$ cat src/rtl/dmem_arb_pkg.sv
// Shared definitions for the data-memory arbiter: RV32I load/store width
// codes, the response-owner encoding and the request bundle.
package dmem_arb_pkg;

  // Load width codes (instr[14:12])
  localparam logic [2:0] LB  = 3'b000;
  localparam logic [2:0] LH  = 3'b001;
  localparam logic [2:0] LW  = 3'b010;
  localparam logic [2:0] LBU = 3'b100;
  localparam logic [2:0] LHU = 3'b101;

  // Store width codes (instr[14:12])
  localparam logic [2:0] SB  = 3'b000;
  localparam logic [2:0] SH  = 3'b001;
  localparam logic [2:0] SW  = 3'b010;

  // Which requester owns the response slot in the current cycle
  typedef enum logic [1:0] {
    IDLE   = 2'd0,
    RESP_C = 2'd1,
    RESP_D = 2'd2
  } resp_owner_e;

  // One requester's access, as presented to the memory mux
  typedef struct packed {
    logic        load;
    logic        store;
    logic [31:0] addr;
    logic [31:0] wdata;
    logic [2:0]  func3;
  } mem_req_t;

endpackage

$ cat src/rtl/dmem_align_check.sv
// Combinational legality check of a single load/store request: access type,
// width code and natural alignment.
module dmem_align_check
  import dmem_arb_pkg::*;
(
  input  logic       load,
  input  logic       store,
  input  logic [1:0] addr_lo,
  input  logic [2:0] func3,
  output logic       err
);

  logic misaligned;
  logic legal_load;
  logic legal_store;

  // Flag any request the memory must not see
  always_comb begin
    // NOTE: every output of a combinational block gets a default first so no path can infer a latch.
    misaligned  = 1'b0;
    legal_load  = 1'b0;
    legal_store = 1'b0;
    err         = 1'b0;

    case (func3[1:0])
      2'b01:   misaligned = addr_lo[0];
      2'b10:   misaligned = (addr_lo != 2'b00);
      default: misaligned = 1'b0;
    endcase

    legal_load  = func3 inside {LB, LH, LW, LBU, LHU};
    legal_store = func3 inside {SB, SH, SW};

    // A request that is neither load nor store has no defined meaning, so it
    // is refused the same way as one that is both.
    err = (load == store)
        | (load  & ~legal_load)
        | (store & ~legal_store)
        | misaligned;
  end

endmodule

$ cat src/rtl/dmem_arbiter.sv
// Two-requester data-memory arbiter: core has priority, DMA wins after
// MAX_WAIT stalled cycles. Single-cycle accept, registered one-cycle response.
module dmem_arbiter
  import dmem_arb_pkg::*;
#(
  parameter int MAX_WAIT = 4
) (
  input  logic        clk,
  input  logic        rst,
  // core port
  input  logic        c_valid,
  output logic        c_ready,
  input  logic        c_load,
  input  logic        c_store,
  input  logic [31:0] c_addr,
  input  logic [31:0] c_wdata,
  input  logic [2:0]  c_func3,
  output logic [31:0] c_rdata,
  output logic        c_rvalid,
  output logic        c_err,
  // DMA / debug port
  input  logic        d_valid,
  output logic        d_ready,
  input  logic        d_load,
  input  logic        d_store,
  input  logic [31:0] d_addr,
  input  logic [31:0] d_wdata,
  input  logic [2:0]  d_func3,
  output logic [31:0] d_rdata,
  output logic        d_rvalid,
  output logic        d_err,
  // data memory
  output logic        mem_load,
  output logic        mem_store,
  output logic [31:0] mem_addr,
  output logic [31:0] mem_wdata,
  output logic [2:0]  mem_func3,
  input  logic [31:0] mem_rdata
);

  localparam logic [3:0] MAX_WAIT_C = 4'(MAX_WAIT);

  logic [3:0]  wait_cnt, wait_nxt;
  logic        wait_sat;
  logic        c_gnt, d_gnt, acc, acc_err;
  mem_req_t    c_req, d_req, gnt_req;

  resp_owner_e owner_q, owner_d;
  logic [31:0] rdata_q, rdata_d;
  logic        err_q, err_d;

  assign c_req = '{load: c_load, store: c_store, addr: c_addr, wdata: c_wdata, func3: c_func3};
  assign d_req = '{load: d_load, store: d_store, addr: d_addr, wdata: d_wdata, func3: d_func3};

  // Grants are gated by rst so every output reads 0 while reset is held.
  assign wait_sat = (wait_cnt == MAX_WAIT_C);
  assign c_gnt    = rst & c_valid & ~(d_valid & wait_sat);
  assign d_gnt    = rst & d_valid & ~c_gnt;
  assign acc      = c_gnt | d_gnt;
  assign c_ready  = c_gnt;
  assign d_ready  = d_gnt;

  assign gnt_req = c_gnt ? c_req : (d_gnt ? d_req : '0);

  dmem_align_check u_align_check (
    .load    (gnt_req.load),
    .store   (gnt_req.store),
    .addr_lo (gnt_req.addr[1:0]),
    .func3   (gnt_req.func3),
    .err     (acc_err)
  );

  assign mem_load  = acc & gnt_req.load  & ~acc_err;
  assign mem_store = acc & gnt_req.store & ~acc_err;
  assign mem_addr  = gnt_req.addr;
  assign mem_wdata = gnt_req.wdata;
  assign mem_func3 = gnt_req.func3;

  // Starvation counter: counts DMA stall edges, saturating at MAX_WAIT
  always_comb begin
    wait_nxt = wait_cnt;
    if (!d_valid || d_gnt) begin
      wait_nxt = '0;
    end else if (!wait_sat) begin
      wait_nxt = wait_cnt + 4'd1;
    end
  end

  // Response slot next state: owner, captured data and error flag
  always_comb begin
    owner_d = IDLE;
    rdata_d = '0;
    err_d   = 1'b0;
    if (c_gnt) begin
      owner_d = RESP_C;
    end else if (d_gnt) begin
      owner_d = RESP_D;
    end
    if (acc) begin
      err_d   = acc_err;
      rdata_d = (gnt_req.load && !acc_err) ? mem_rdata : '0;
    end
  end

  // State registers; an asynchronous reset drops any pending response
  always_ff @(posedge clk or negedge rst) begin
    // NOTE: non-blocking assignments make every flop sample pre-edge values regardless of statement order.
    if (!rst) begin
      wait_cnt <= '0;
      owner_q  <= IDLE;
      rdata_q  <= '0;
      err_q    <= 1'b0;
    end else begin
      wait_cnt <= wait_nxt;
      owner_q  <= owner_d;
      rdata_q  <= rdata_d;
      err_q    <= err_d;
    end
  end

  // Response slot drives only the requester that owns it
  assign c_rvalid = (owner_q == RESP_C);
  assign d_rvalid = (owner_q == RESP_D);
  assign c_rdata  = c_rvalid ? rdata_q : '0;
  assign d_rdata  = d_rvalid ? rdata_q : '0;
  assign c_err    = c_rvalid & err_q;
  assign d_err    = d_rvalid & err_q;

endmodule

$ cat config.mk
export PLATFORM = sky130hd
export DESIGN_NAME = dmem_arbiter
export DESIGN_NICKNAME = d
export VERILOG_FILES = /design/src/rtl/dmem_arb_pkg.sv /design/src/rtl/dmem_align_check.sv /design/src/rtl/dmem_arbiter.sv
export SDC_FILE = /design/constraint.sdc
export NUM_CORES = 1
export LEC_CHECK = 0
export ABC_CLOCK_PERIOD_IN_PS = 5310
export CORE_AREA = 2 2 120 122
export DETAILED_ROUTE_END_ITERATION = 10
export DIE_AREA = 0 0 122 124
export GPL_ROUTABILITY_DRIVEN = 0
export PLACE_DENSITY = 0.76
export SYNTH_ARGS = -nofsm -noshare
export SYNTH_HDL_FRONTEND = slang
export SYNTH_HIERARCHICAL = 1
export SYNTH_SLANG_ARGS = --single-unit
$ cat constraint.sdc
create_clock -name clk -period 5.31 [get_ports clk]
set_clock_uncertainty 0.05 [all_clocks]
set_input_delay 1.062 -clock clk [delete_from_list [all_inputs] [get_ports clk]]
set_output_delay 1.062 -clock clk [all_outputs]
set_load 0.01 [all_outputs]
# --- After elaboration in Yosys (flattened, before gate mapping) ---
# Cells that the tools add are included.
word_totals:
  register_bits: 39
  latchBits: 0
  ram_bits: 0
  rom_bits: 0
  inputBits: 174
  out_inout_bits: 139
  word_cells: 58
  memories: 0
op_classes:
  n_addsub: 1
  mul: 0
  div: 0
  order_cmp: 0
  eq_ne: 11
  shifts: 0
  n_mux: 12
  n_bitwise: 22
  n_reduce_logical: 8
ops:
  columns: ["op", "count"]
  rows:
  - ["69-bit 2-to-1 mux", 2]
  - ["32-bit 2-to-1 mux", 4]
  - ["1-bit bitwise AND", 13]
  - ["4-bit 2-to-1 mux", 2]
  - ["3-bit == test (second input constant)", 2]
  - ["1-bit inverter", 5]
  - ["5-bit nonzero test", 1]
  - ["4-bit by 1-bit adder with 4-bit output (second input constant)", 1]
  - ["2-bit by 1-bit == test with 1-bit output (second input constant)", 2]
  - ["2-bit == test (second input constant)", 2]
  - ["4-bit by 3-bit == test with 1-bit output (second input constant)", 1]
  - ["2-bit 2-to-1 mux", 2]
  - ["1-bit bitwise OR", 4]
  - ["3-bit by 1-bit == test with 1-bit output (second input constant)", 1]
  - ["3-bit by 2-bit == test with 1-bit output (second input constant)", 1]
  - ["3-bit zero test", 1]
  - ["3-bit nonzero test", 1]
  - ["1-bit zero test", 2]
  - ["2-bit by 1-bit inequality test with 1-bit output (second input constant)", 1]
  - ["1-bit case mux with 2 select lines", 1]
  - ["2-bit nonzero test", 1]
  - ["1-bit == test", 1]
  - ["1-bit logical AND", 1]
  - ["1-bit logical OR", 1]
  - ["1-bit 2-to-1 mux", 1]

# --- Depth between registers and ports, before layout ---
# Gate-level depths: netlist of the first run.
depth:
  ltp_word: 19
  ltp_mapped: 16

# --- By module ---
# Netlist of the first run, hierarchy kept.
by_module_without_submodules:
  columns: ["mod", "instances", "cells_per_inst", "area_each_um2", "seq_area_each_um2"]
  rows:
  - ["dmem_arbiter", 1, 372, 3429.5, 975.9]
  - ["dmem_align_check", 1, 13, 92.6, 0.0]

# --- Least setup slack after synthesis of the first run ---
# OpenSTA, ideal clock, no wires.
synth_timing:
  path_type: "input-to-output"
  from: "in c_valid"
  to: "out mem_load"
  t_arrival_ns: 3.216
  t_required_ns: 4.198
  path_slack_ns: 0.982
  path_stages: 14
  path_cell_list: "buf_2 o211a_1 clkbuf_1 buf_2 a22o_1 inv_1 ha_1 nor2b_1 o311ai_1 a21o_1 nand2b_1 buf_2 buf_2 a21oi_1"
synth_lines:
  columns: ["item", "line_no", "rtl"]
  rows:
  - ["start: declaration", "dmem_arbiter.sv:11", "input logic c_valid,"]
  - ["end: declaration", "dmem_arbiter.sv:33", "output logic mem_load,"]

# --- Worst setup path after layout of the first run ---
layout_timing:
  from: "in d_valid"
  to: "out mem_store"
layout_via:
  elab_chain_len: 16
layout_lines:
  columns: ["item", "line_no", "rtl"]
  rows:
  - ["start: declaration", "dmem_arbiter.sv:22", "input logic d_valid,"]
  - ["1-bit bitwise AND", "dmem_arbiter.sv:57", "assign c_gnt = rst & c_valid & ~(d_valid & wait_sat);"]
  - ["1-bit inverter", "dmem_arbiter.sv:57", null]
  - ["1-bit bitwise AND", "dmem_arbiter.sv:57", null]
  - ["1-bit inverter", "dmem_arbiter.sv:58", "assign d_gnt = rst & d_valid & ~c_gnt;"]
  - ["1-bit bitwise AND", "dmem_arbiter.sv:58", null]
  - ["69-bit 2-to-1 mux", "dmem_arbiter.sv:63", "assign gnt_req = c_gnt ? c_req : (d_gnt ? d_req : '0);"]
  - ["69-bit 2-to-1 mux (*)", "dmem_arbiter.sv:63", null]
  - ["3-bit by 1-bit == test with 1-bit output, or another cell as far along", "dmem_align_check.sv:31, dmem_align_check.sv:32", null]
  - ["5-bit nonzero test", "dmem_align_check.sv:31", "legal_load = func3 inside {LB, LH, LW, LBU, LHU};"]
  - ["1-bit inverter", "dmem_align_check.sv:37", "| (load & ~legal_load)"]
  - ["1-bit bitwise AND", "dmem_align_check.sv:37", null]
  - ["1-bit bitwise OR", "dmem_align_check.sv:37", null]
  - ["1-bit bitwise OR", "dmem_align_check.sv:38", "| (store & ~legal_store)"]
  - ["1-bit bitwise OR (*)", "dmem_align_check.sv:39", "| misaligned;"]
  - ["net acc_err", "dmem_arbiter.sv:45", "logic c_gnt, d_gnt, acc, acc_err;"]
  - ["1-bit inverter (*)", "dmem_arbiter.sv:74", "assign mem_store = acc & gnt_req.store & ~acc_err;"]
  - ["1-bit bitwise AND (*)", "dmem_arbiter.sv:74", null]
  - ["end: declaration", "dmem_arbiter.sv:34", "output logic mem_store,"]
# The timed path passes the listed nets; every way through them passes the cells marked *.

==> results of run 1 <==
## power breakdown
group / internal, uW / switching (uW) / total, uW
logic: 213 / 135 / 347
registers: 303 / 4.31 / 307
clock network: 269 / 109 / 378
total: 785 / 248 / 1030
## cells in the mapped netlist
cell       count
a211o_1        1
a211oi_1       6
a211oi_2      29
a21o_1         1
a21oi_1        2
a22o_1        68
a32o_1         1
and2_1        67
buf_2         18
buf_4         69
buf_6          4
clkbuf_1       9
clkinv_1       1
dfrtp_1       39
ha_1           5
inv_1         36
inv_2          1
nand2_1        6
nand2b_1       1
nand3_1        3
nand3b_4       1
nor2b_1        4
nor3_1         1
nor4b_1        1
o2111ai_2      1
o211a_1        1
o21a_1         1
o21ai_0        2
o22ai_1        1
o311ai_1       1
o32ai_1        1
xnor2_1        1
xor2_1         2
## final cells by class
cell class	count	area, sq um
fillers	1272	7250
repair buffers	322	3190
multi-input cells	208	1740
flip-flops and latches	39	976
well taps	180	225
inverters	38	143
clock buffers	6	129
clock inverters	2	60.1
## through the flow
step / power [uW] / util (%) / setup slack, ns
floorplan: 471 / - / 0.982
global placement: 657 / 45.8 / 0.287
detailed placement: 664 / 45.8 / 0.198
CTS: 1040 / 47.1 / 0.194
global route: 1070 / 47.1 / 0.00795
finish: 1030 / 47.1 / 0.213
## sequential cells by signal, summed over array words and instances, names as in the netlist
register / count
err_q: 1
owner_q: 2
rdata_q: 32
wait_cnt: 4
## worst min-delay path by stage
stage | to | cells after the start | startpoint | slack [ns]
floorplan | wait_cnt[0]$_DFFE_PN0P_ | 1 | wait_cnt[0]$_DFFE_PN0P_ | 0.47
global placement | wait_cnt[0]$_DFFE_PN0P_ | 1 | wait_cnt[0]$_DFFE_PN0P_ | 0.50
detailed placement | wait_cnt[0]$_DFFE_PN0P_ | 1 | wait_cnt[0]$_DFFE_PN0P_ | 0.52
CTS | wait_cnt[0]$_DFFE_PN0P_ | 1 | wait_cnt[0]$_DFFE_PN0P_ | 0.53
global route | wait_cnt[0]$_DFFE_PN0P_ | 1 | wait_cnt[0]$_DFFE_PN0P_ | 0.55
finish | wait_cnt[0]$_DFFE_PN0P_ | 1 | wait_cnt[0]$_DFFE_PN0P_ | 0.52
## cell families after synthesis
group,share of synthesized area [%]
flip-flops,27.7
XOR/XNOR,0.746
AO/OA/AOI/OAI,31.4
AND/OR/NAND/NOR,14.8
buffers and inverters,23.6
adder cells (fa/ha/maj),1.78
## routing by layer
layer | wire (microns) | vias up | part of all wire [%]
li1 | - | 1717 | -
met1 | 5030 | 1633 | 37
met2 | 7080 | 187 | 52
met3 | 1180 | 15 | 8.7
met4 | 243 | 0 | 1.8
met5 | 0 | - | 0
## worst register-to-register path: cells and delay by family (launching register included)
kind                       cells  cell delay, ns
buffers and inverters          3            0.59
DFF                            1            0.42
and+or+nand+nor                3            0.44
AOI/OAI and AO/OA              5            1.25
adders and majority gates      2            0.38
==> qor.csv, run 1 <==
metric,value,unit
areaGrowthSynthToFinish,83.6,%
cp_slowest_cell,clkdlybuf4s50_1,
drtIter0Drc,131,
dp_hpwl,11500,microns
clk_pin_slew,0.05,ns
viasPerCell,4.47,
status,"finished, final reports clean",
hold_path.class,reg2reg,
clock_latency,0.27,ns
rows,43,
reg2reg_to,rdata_q[24]$_DFF_PN0_,
cp-endpoint,mem_store,
clockBufferDepth,2,
cts_setup_buffers,0,
rr_worst_depth,13,
antenna_found_initial,0,
post-route-period-util,96.0,%
wirelength,13500,microns
path_common_cell,clkdlybuf4s50_1,
slowest_delay,0.57,ns
drc,0,
setup_viol,0,
netlist_area,3520,sq um
postPlaceCellArea,6280,sq um
ant_nets,0,
grt_most_used_layer,met2,
mostFrequentLayoutCells,"clkdlybuf4s50_1 (310), a22o_1 (68), and2_1 (67)",
tightest_slew,1.02,ns
clkSinkCount,39,
slew_violations,0,
fmax,0.196,GHz
grt_overflow,0,
cts_buffers,5,
cp_top_family,buffers and inverters,
layoutNonFillerInstCount,795,
grt_pass1_wl,19400,microns
synth_area_leaders,"dfrtp_1 (28%), a22o_1 (17%), buf_4 (15%), and2_1 (12%), a211oi_2 (10%)",
num_vias,3552,
peakVddDrop,117,uV
fin_area,6470,sq um
die_area,15100,sq um
syn_area_per_cell,9.15,sq um
p_leak,0.00261,uW
io_buffers,312,
worst_setup_path_start_kind,primary input,
r2r_setup_slack,2.04,ns
crit_start,d_valid,
path_buf_inv,4,
synth_warnings,6,
htreeDepth,2,
maxCapViolCount,0,
timing.rr.start,wait_cnt[0]$_DFFE_PN0P_,
ys_ff_latch,39,
grt_pass1_vias,3509,
drive_gt1_share,9.11,%
diodes,0,
critical_path_depth,12,
final.min_clock_period,5.10,ns
rsz0062_at_grt,no,
mostFrequentLayoutCell,clkdlybuf4s50_1,
fin_tns_setup,0,ns
hold_buffers,0,
timing.hold.ws,0.522,ns
pin_count,313,
endpoint_kind,output port,
coreArea,13700,sq um
path_max_fanout,9,
gr-usage-met2,31.3,%
cts-root-buf,clkbuf_16,
cp.required,4.20,ns
grtUsageMet1,18.5,%
cts_tree,yes,
fp.dieH,124,microns
wl_per_cell,17.0,microns
synth_top_cell_by_area,dfrtp_1,
netlist_instances,385,
dieWidth,122,microns
critical_path_class,in2out,
synth.distinct_cells,33,
dp.cells,787,
final_hold_viol_count,0,
use_met3,4.44,%
initial_core_util,25.7,%
synth_nets,564,
synth_top_area_share,27.7,%
p_per_area,160,nW/um^2
ys_seq_area_share,27.7,%
fin_nets,793,
cp_cell_sequence,clkdlybuf4s50_1 > inv_2 > o211a_2 > a22o_1 > inv_1 > ha_1 > nor2b_1 > o311ai_1 > a21o_1 > nor4b_1 > a32o_1 > clkdlybuf4s50_1,
slew_headroom,31.4,%
post_cts_resize_count,0,
drt_first_pass_iters,4,
crit_arrival,3.98,ns
grt_max_degree,46,
grt_use_total,16.7,%
(Power assumes the default switching activity.)
==> inputs of run 2 (changes only) <==
ABC_CLOCK_PERIOD_IN_PS = 6400   (was 5310)
CTS_CLUSTER_SIZE = 25   (was not set)
clock period = 6.4 ns   (was 5.31 ns; I/O delays follow)
==> run 2 against run 1 <==
Effect of this change: first-iteration DRC count fell by 3.8%; clock power fell by 38%; core utilization fell by 0.47 points; sequential cell count did not move; cell count fell by 0.25%; clock-buffer cell count rose by 1; global-route usage fell by 0.057 points; highest routed layer is now met5; critical endpoint unchanged; sequential share of layout area rose by 0.15 points; wire length rose by 0.35%; die area did not move; non-clock buffer count fell by 2.
==> qor.csv, run 2 (synthesis results as in run 1) <==
metric,value,unit,change
status,"finished, final reports clean",,
grt_pass1_vias,3503,,-0.17%
path_common_cell,clkdlybuf4s50_1,,
hold_buffers,0,,unchanged
clock_latency,0.27,ns,about the same
worst_setup_path_start_kind,primary input,,
cts-root-buf,clkbuf_16,,
dp_hpwl,11400,microns,-0.56%
clkSinkCount,39,,unchanged
maxCapViolCount,0,,unchanged
fp.dieH,124,microns,unchanged
largest_register_ffs,32,,unchanged
drt_first_pass_iters,4,,unchanged
crit_arrival,4.35,ns,+0.37 ns
dieWidth,122,microns,unchanged
grt_overflow,0,,unchanged
slew_violations,0,,unchanged
grt_max_degree,56,,+22%
path_buf_inv,4,,unchanged
grt_pass1_wl,19300,microns,-0.32%
fin_tns_setup,0,ns,unchanged
pin_count,313,,unchanged
fin_nets,791,,-0.25%
wirelength,13600,microns,+0.35%
clk_pin_slew,0.05,ns,about the same
grt_use_total,16.6,%,-0.057 points
mostFrequentLayoutCell,clkdlybuf4s50_1,,
path_max_fanout,22,,+13
final_core_util,46.7,%,-0.47 points
initial_core_util,25.7,%,unchanged
die_area,15100,sq um,unchanged
clockBufferDepth,2,,unchanged
htreeDepth,2,,unchanged
top_register,rdata_q,,
cp.required,5.07,ns,+0.87 ns
coreArea,13700,sq um,unchanged
mostFrequentLayoutCells,"clkdlybuf4s50_1 (311), a22o_1 (68), and2_1 (67)",,
areaGrowthSynthToFinish,81.8,%,
fmax,0.176,GHz,
drive_gt1_share,8.48,%,-0.62 points
cp_slowest_cell,clkdlybuf4s50_1,,
antenna_found_initial,1,,+1
cts_setup_buffers,0,,unchanged
endpoint_kind,output port,,
final.min_clock_period,5.68,ns,
setup_viol,0,,unchanged
viasPerCell,4.46,,-0.20%
tightest_slew,1.04,ns,+0.0170 ns
cp_top_family,buffers and inverters,,
wl_per_cell,17.1,microns,+0.61%
drc,0,,unchanged
slew_headroom,30.2,%,-1.1 points
io_buffers,312,,unchanged
ant_nets,0,,unchanged
rows,43,,unchanged
drtIter0Drc,126,,-3.8%
timing.rr.start,wait_cnt[0]$_DFFE_PN0P_,,
critical_path_class,in2out,,
crit_start,d_valid,,
worstHoldStart,wait_cnt[0]$_DFFE_PN0P_,,
peakVddDrop,99.9,uV,-15%
final_hold_viol_count,0,,unchanged
p_leak,0.00257,uW,-1.3%
cp_cell_sequence,clkdlybuf4s50_1 > inv_2 > o211a_2 > buf_4 > a22o_1 > xor2_1 > o311ai_1 > a21o_1 > nor4b_1 > a32o_1 > clkdlybuf4s50_1,,
largestRegisters,"rdata_q (32), wait_cnt (4), owner_q (2)",,
num_vias,3536,,-0.45%
slowest_delay,0.58,ns,about the same
cts_tree,yes,,
cts_buffers,5,,unchanged
diodes,0,,unchanged
hold_path.class,reg2reg,,
post-route-period-util,88.8,%,
rsz0062_at_grt,no,,
p_per_area,121,nW/um^2,-24%
post_cts_resize_count,0,,unchanged
==> run 2: cell types whose count changed in the layout (fill, tap and decap cells not counted) <==
cell | before | now
buf_4 | 11 | 8
bufinv_16 | 2 | 0
clkbuf_1 | 1 | 2
clkdlybuf4s50_1 | 310 | 311
clkinv_2 | 0 | 1
==> run 2: layout make-up <==
| class | instances | area (sq um) |
|---|---|---|
| clock buffers | 7 | 133 |
| clock inverters | 1 | 5.00 |
| fillers | 1283 | 7320 |
| inverters | 38 | 143 |
| multi-input cells | 208 | 1740 |
| flip-flops and latches | 39 | 976 |
| well taps | 180 | 225 |
| repair buffers | 320 | 3180 |
==> run 2: final timing paths <==
check	depth (start not counted)	slack, ns	endpoint
max	11	0.72	mem_store
min	1	0.53	wait_cnt[0]$_DFFE_PN0P_
max reg2reg	12	3.12	rdata_q[24]$_DFF_PN0_
min reg2reg	1	0.53	wait_cnt[0]$_DFFE_PN0P_
max in group asynchronous	2	4.85	rdata_q[10]$_DFF_PN0_
min in group asynchronous	2	1.09	rdata_q[20]$_DFF_PN0_
==> run 2: routing by layer <==
metal / vias up / routed length, microns / global-route usage [%] / share of wire (%)
met3: 18 / 1300 / 5.36 / 9.6
met4: 2 / 219 / 4.09 / 1.6
li1: 1712 / - / - / -
met2: 184 / 7140 / 31.6 / 53
met5: - / 13 / 0 / 0.096
met1: 1620 / 4900 / 17.6 / 36
==> run 2: stage by stage <==
step                power [uW]  setup WS [ns]  instances  hold WS (ns)  cell area, sq um
finish                     775          0.720        793         0.535              6400
global route               812          0.475        793         0.562              6400
CTS                        786          0.712        793         0.538              6400
detailed placement         550          0.730        785         0.531              6270
global placement           544          0.829        785         0.504              6270
floorplan                  391           1.64        385         0.467              3520
==> run 2: where the power goes <==
group	total (uW)	switching, uW	internal, uW
clock	233	89.2	144
combinational	287	111	176
sequential	255	3.82	251
